[src/rtl/triage_pkg.sv]
// Definitions shared by the triage core and the actuator driver: level encodings,
// the legal actuator patterns and the FSM state encodings.
package triage_pkg;

  localparam logic [5:0] PAT_L0 = 6'b000000;
  localparam logic [5:0] PAT_L1 = 6'b001100;
  localparam logic [5:0] PAT_L2 = 6'b011010;
  localparam logic [5:0] PAT_L3 = 6'b111111;

  localparam logic [1:0] LVL_0 = 2'd0;
  localparam logic [1:0] LVL_1 = 2'd1;
  localparam logic [1:0] LVL_2 = 2'd2;
  localparam logic [1:0] LVL_3 = 2'd3;

  typedef enum logic [2:0] {
    DRV_OFF      = 3'd0,
    DRV_STEADY   = 3'd1,
    DRV_BLINK    = 3'd2,
    DRV_ALARM    = 3'd3,
    DRV_SILENCED = 3'd4
  } drv_state_e;

  typedef enum logic [1:0] {
    CORE_IDLE         = 2'd0,
    CORE_OBSERVATION  = 2'd1,
    CORE_PRE_CRITICAL = 2'd2,
    CORE_CRITICAL     = 2'd3
  } core_state_e;

  typedef struct packed {
    logic [1:0] level;
    logic       illegal;
    logic [5:0] pattern;
  } decode_t;

  // Unknown codes fail safe to the highest level with every line driven.
  function automatic decode_t decode_code(input logic [5:0] code);
    decode_t d;
    d.illegal = 1'b0;
    d.pattern = code;
    case (code)
      PAT_L0:  d.level = LVL_0;
      PAT_L1:  d.level = LVL_1;
      PAT_L2:  d.level = LVL_2;
      PAT_L3:  d.level = LVL_3;
      default: begin
        d.level   = LVL_3;
        d.illegal = 1'b1;
        d.pattern = PAT_L3;
      end
    endcase
    return d;
  endfunction

endpackage

[src/rtl/triage_actuator_driver_tick_gen.sv]
// Free-running prescaler: counts 0..TICK_DIV-1 and flags the last count as a tick.
module triage_tick_gen #(
  parameter int TICK_DIV = 50000
) (
  input  logic clk_i,
  input  logic rst_i,
  output logic tick_o
);

  localparam int CW = (TICK_DIV > 1) ? $clog2(TICK_DIV) : 1;
  localparam logic [CW-1:0] LAST = CW'(TICK_DIV - 1);

  logic [CW-1:0] cnt_q;

  always_ff @(posedge clk_i) begin
    if (rst_i)              cnt_q <= '0;
    else if (cnt_q == LAST) cnt_q <= '0;
    else                    cnt_q <= cnt_q + 1'b1;
  end

  assign tick_o = (cnt_q == LAST);

endmodule

[src/rtl/triage_actuator_driver.sv]
// Filters the triage actuator code and drives the actuator lines with steady,
// blinking or siren patterns, with nurse-acknowledge silencing.
//
// state        | meaning
// DRV_OFF      | level 0, all lines low
// DRV_STEADY   | level 1, accepted code driven steadily
// DRV_BLINK    | level 2, accepted code gated by blink phase
// DRV_ALARM    | level 3, indicators on, siren line follows phase
// DRV_SILENCED | level 3 after ACK, siren off until silence timer expires
module triage_actuator_driver #(
  parameter int TICK_DIV      = 50000,
  parameter int BLINK_TICKS   = 250,
  parameter int SILENCE_TICKS = 1000,
  parameter int STABLE_CYC    = 4
) (
  input  logic       clk_i,
  input  logic       rst_i,
  input  logic [5:0] a_in_i,
  input  logic       ack_i,
  output logic [5:0] drv_o,
  output logic [1:0] level_o,
  output logic       alarm_o,
  output logic       silenced_o,
  output logic       fault_o
);
  import triage_pkg::*;

  localparam int SW = $clog2(STABLE_CYC + 1);
  localparam int PW = (BLINK_TICKS > 1) ? $clog2(BLINK_TICKS) : 1;
  localparam int LW = (SILENCE_TICKS > 1) ? $clog2(SILENCE_TICKS) : 1;
  localparam logic [SW-1:0] STAB_MAX = SW'(STABLE_CYC);
  localparam logic [PW-1:0] PH_LAST  = PW'(BLINK_TICKS - 1);
  localparam logic [LW-1:0] SIL_LAST = LW'(SILENCE_TICKS - 1);

  logic            tick;
  logic [5:0]      samp_q, acc_q, acc_d, drv_q, drv_d;
  logic [SW-1:0]   stab_q, stab_d;
  logic [PW-1:0]   ph_cnt_q, ph_cnt_d;
  logic [LW-1:0]   sil_q, sil_d;
  logic            phase_q, phase_d, ack_q, ack_edge, enter;
  logic [1:0]      level_q;
  logic            alarm_q, silenced_q, fault_q;
  drv_state_e      state_q, state_d;
  decode_t         dec;

  triage_tick_gen #(.TICK_DIV(TICK_DIV)) u_tick (
    .clk_i  (clk_i),
    .rst_i  (rst_i),
    .tick_o (tick)
  );

  // Stability count saturates, so a held value keeps re-accepting itself harmlessly.
  always_comb begin
    if (a_in_i == samp_q) stab_d = (stab_q == STAB_MAX) ? stab_q : stab_q + 1'b1;
    else                  stab_d = SW'(1);
    acc_d = (stab_d == STAB_MAX) ? a_in_i : acc_q;
  end

  assign dec      = decode_code(acc_q);
  assign ack_edge = ack_i & ~ack_q;

  always_comb begin
    state_d  = state_q;
    ph_cnt_d = ph_cnt_q;
    phase_d  = phase_q;
    sil_d    = sil_q;
    enter    = 1'b0;
    if (dec.level != level_q) begin
      enter = 1'b1;
      case (dec.level)
        LVL_0:   state_d = DRV_OFF;
        LVL_1:   state_d = DRV_STEADY;
        LVL_2:   state_d = DRV_BLINK;
        default: state_d = DRV_ALARM;
      endcase
    end else if (state_q == DRV_ALARM && ack_edge) begin
      state_d = DRV_SILENCED;
      enter   = 1'b1;
    end else if (state_q == DRV_SILENCED && tick && sil_q == SIL_LAST) begin
      state_d = DRV_ALARM;
      enter   = 1'b1;
    end

    if (enter) begin
      ph_cnt_d = '0;
      phase_d  = 1'b1;
      sil_d    = '0;
    end else if (tick) begin
      if (ph_cnt_q == PH_LAST) begin
        ph_cnt_d = '0;
        phase_d  = ~phase_q;
      end else begin
        ph_cnt_d = ph_cnt_q + 1'b1;
      end
      if (state_q == DRV_SILENCED) sil_d = sil_q + 1'b1;
    end

    case (state_d)
      DRV_STEADY:   drv_d = dec.pattern;
      DRV_BLINK:    drv_d = dec.pattern & {6{phase_d}};
      DRV_ALARM:    drv_d = {phase_d, 5'b11111};
      DRV_SILENCED: drv_d = {1'b0, 5'b11111};
      default:      drv_d = 6'b000000;
    endcase
  end

  always_ff @(posedge clk_i) begin
    if (rst_i) begin
      samp_q     <= '0;
      stab_q     <= '0;
      acc_q      <= '0;
      ack_q      <= 1'b0;
      state_q    <= DRV_OFF;
      ph_cnt_q   <= '0;
      phase_q    <= 1'b1;
      sil_q      <= '0;
      drv_q      <= '0;
      level_q    <= '0;
      alarm_q    <= 1'b0;
      silenced_q <= 1'b0;
      fault_q    <= 1'b0;
    end else begin
      samp_q     <= a_in_i;
      stab_q     <= stab_d;
      acc_q      <= acc_d;
      ack_q      <= ack_i;
      state_q    <= state_d;
      ph_cnt_q   <= ph_cnt_d;
      phase_q    <= phase_d;
      sil_q      <= sil_d;
      drv_q      <= drv_d;
      level_q    <= dec.level;
      alarm_q    <= (state_d == DRV_ALARM) || (state_d == DRV_SILENCED);
      silenced_q <= (state_d == DRV_SILENCED);
      fault_q    <= dec.illegal;
    end
  end

  assign drv_o      = drv_q;
  assign level_o    = level_q;
  assign alarm_o    = alarm_q;
  assign silenced_o = silenced_q;
  assign fault_o    = fault_q;

endmodule

[config.mk]
export PLATFORM = sky130hd
export DESIGN_NAME = triage_actuator_driver
export DESIGN_NICKNAME = d
export VERILOG_FILES = /design/src/rtl/triage_pkg.sv /design/src/rtl/triage_actuator_driver_tick_gen.sv /design/src/rtl/triage_actuator_driver.sv
export SDC_FILE = /design/constraint.sdc
export NUM_CORES = 1
export LEC_CHECK = 0
export ABC_AREA = 0
export BUFFER_PORTS_ARGS = -buffer_cell sky130_fd_sc_hd__buf_2
export CORE_MARGIN = 3
export CORE_UTILIZATION = 60
export CTS_BUF_LIST = sky130_fd_sc_hd__clkbuf_4
export DETAILED_ROUTE_END_ITERATION = 8
export PLACE_DENSITY_LB_ADDON = 0.3
export SYNTH_ARGS = -nofsm -noshare
export SYNTH_HDL_FRONTEND = slang
export SYNTH_SLANG_ARGS = --single-unit
[constraint.sdc]
create_clock -name clk_i -period 2.68 [get_ports clk_i]
set_input_delay 0.536 -clock clk_i [delete_from_list [all_inputs] [get_ports clk_i]]
set_output_delay 0.536 -clock clk_i [all_outputs]
set_load 0.05 [all_outputs]
==> qor.yml <==
route:
  vias: 2057
  drc: 0
  ant_nets: 0
  first_iter_violations: 56
  avgRoutedWirePerCell_um: 12.3
  vias_per_cell: 5.37
  firstDrtPassIters: 5
  routed_wl_um: 4710
finish:
  area_growth_pct: 11.6
  diodes: 0
  final_common_cell: "dfxtp_1"
  multi_input_area_um2: 1450
  drive_above_1_share: 0.145
  nets: 341
  postLayoutCoreUtil: 0.706
  fillers: 359
  seqCellArea_um2: 1300
  finalNonFillerCells: 383
  layout_common_cells: "dfxtp_1 (65), nor2_1 (53), xor2_1 (23), buf_2 (19), xnor2_1 (18)"
timing:
  setup_slack_ns: 0.194
  slew_headroom: 0.583
  period_needed_ns: 2.49
  tns_ns: 0
  rsz0062_at_grt: "false"
  fmax_mhz: 402
  slew_viol_final: 0
  worst_slew_pin_slew_ns: 0.616
  final_hold_viol_count: 0
  finClkSkew_ns: 0.0156
  setup_viol: 0
  period_share: 0.927
critical_path:
  critPathRequiredTime_ns: 3.00
  reg2reg_slack_ns: 0.19
  critPathKind: "reg -> reg"
  cp.arrival_ns: 2.80
  crit_path_end_kind: "flip-flop"
  worstPathMaxFanout: 8
  setup.worst_path.start_class: "flip-flop"
  worstRegToRegCells: 8
synth:
  synth_flop_cell: "dfxtp_1"
  synth_seq_cells: 65
  async_flop_share: 0
  ys_types: 43
  syn_inst: 298
  mappedNetlistArea_um2: 2810
  synth_seq_area_share: 0.463
  synth_edf_count: 0
  synth.avg_cell_area_um2: 9.43
  synth_fp_nets: 313
  ys_warn_count: 0
die:
  fp.dieW_um: 74.4
  num_rows: 24
  io_pins: 20
  coreArea_um2: 4440
  start_util: 0.632
  die-area_um2: 5540
  die_y_um: 74.4
cts:
  clkLatencyLatePin_ns: 0.41
  clk_pin_slew_worst_paths_ns: 0.12
  cts_tree: "built"
  post_cts_buffers: 0
  root_buffer: "clkbuf_4"
  cts_sinks: 65
  clk_path_buf_depth: 2
  cts.repair.resized: 0
  cts-buffers-inserted: 9
  hold_buffers: 0
  cts_max_level: 3
outcome:
  status: "finished, final reports clean"
global_route:
  antenna_found_initial: 0
  grt_usage: 0.200
  grt_pass1_vias: 1914
  grt_pass1_wl_um: 8250
  overflow: 0
  grt_max_degree: 26
placed_design:
  gp_congestion: 0.815
  dpl.cell_count: 367
  hpwl_um: 3390
  port_buffers: 19
  dp_slack_ns: 0.224
hold_path:
  hold_depth: 2
  min_path_type: "in -> reg"
power:
  vdd_ir_drop_max_v: 0.000432
  total_power_mw: 1.76
  powerDensity_nw_per_um2: 561
  leakagePower_nw: 1.21
run:
  cap_violations: 0
[cells by family (layout without fill, tap and decap cells)]
group                    Yosys count  after routing  share of synthesized area
AO/OA/AOI/OAI                     24             24                     0.0646
XOR/XNOR                          41             41                      0.128
adder cells (fa/ha/maj)            6              6                     0.0267
buffers and inverters             14             47                     0.0200
flip-flops                        65             65                      0.463
multiplexers                       9              9                     0.0321
AND/OR/NAND/NOR                  139            139                      0.265
[critical path: stages, from the launching register on]
cell	delay (ns)
dfxtp_1	0.37
ha_1	0.21
and3_1	0.24
and4_1	0.38
nand4_4	0.21
a22o_1	0.24
a21oi_1	0.22
o21ai_1	0.20
o41ai_1	0.33
[per-stage QoR]
stage / hold slack, ns / instance area, um^2
after floorplan: 0.418 / 2810
after global placement: 0.433 / 2970
after detailed placement: 0.450 / 2970
after CTS: 0.339 / 3140
after global routing: 0.316 / 3140
final: 0.365 / 3140
[cells in the mapped netlist, types with 2 or more instances]
library cell | n | area [um^2]
nand2_1 | 15 | 56.3
a21oi_2 | 2 | 17.5
and3_1 | 4 | 25.0
nand3_1 | 11 | 55.1
ha_1 | 6 | 75.1
nor2b_1 | 10 | 62.6
dfxtp_1 | 65 | 1300
nor3_1 | 8 | 40.0
mux2i_1 | 9 | 90.1
o31ai_1 | 4 | 30.0
and4_1 | 2 | 17.5
nor3b_1 | 4 | 30.0
inv_1 | 8 | 30.0
a22o_1 | 2 | 17.5
nand2b_1 | 3 | 18.8
nand4_1 | 14 | 87.6
nor4_1 | 2 | 12.5
clkbuf_1 | 5 | 18.8
xor2_1 | 23 | 201
or3_1 | 2 | 12.5
o21a_1 | 2 | 15.0
nor2_1 | 53 | 199
a21oi_1 | 7 | 35.0
xnor2_1 | 18 | 158
[per-layer routing]
layer / share of wire / GRT usage / vias to the layer above / routed length (um)
met5: 0 / 0 / - / 0
met1: 0.48 / 0.225 / 934 / 2250
met2: 0.46 / 0.324 / 32 / 2170
li1: - / - / 1081 / -
met3: 0.044 / 0.100 / 10 / 206
met4: 0.017 / 0.0771 / 0 / 82
[sequential cells by signal (all words and copies together), names as in the netlist]
register      flops
sil_q            10
stab_q            3
alarm_o           1
fault_o           1
u_tick.cnt_q     16
level_o           2
samp_q            6
drv_o             6
acc_q             6
ack_q             1
state_q           3
ph_cnt_q          8
silenced_o        1
phase_q           1
[final timing paths]
path / from / endpoint
max: u_tick.cnt_q[0]$_SDFF_PP0_ / drv_o[0]$_SDFF_PP0_
max reg2reg: u_tick.cnt_q[0]$_SDFF_PP0_ / drv_o[0]$_SDFF_PP0_
min: ack_i / ack_q$_SDFF_PP0_
min reg2reg: u_tick.cnt_q[0]$_SDFF_PP0_ / u_tick.cnt_q[0]$_SDFF_PP0_
[layout make-up]
type                       count  area share
multi-input combinational    219       0.463
sequential                    65       0.415
timing repair buffer          23      0.0399
clock inverter                 7      0.0303
clock buffer                   9      0.0215
tap                           52      0.0208
inverter                       8     0.00958
[where the power goes]
group / internal (mW) / switching (mW)
Combinational: 0.0206 / 0.0304
Clock: 0.376 / 0.351
Sequential: 0.976 / 0.00608
Total: 1.37 / 0.388
Note: power is estimated with default switching activity, not from simulation.
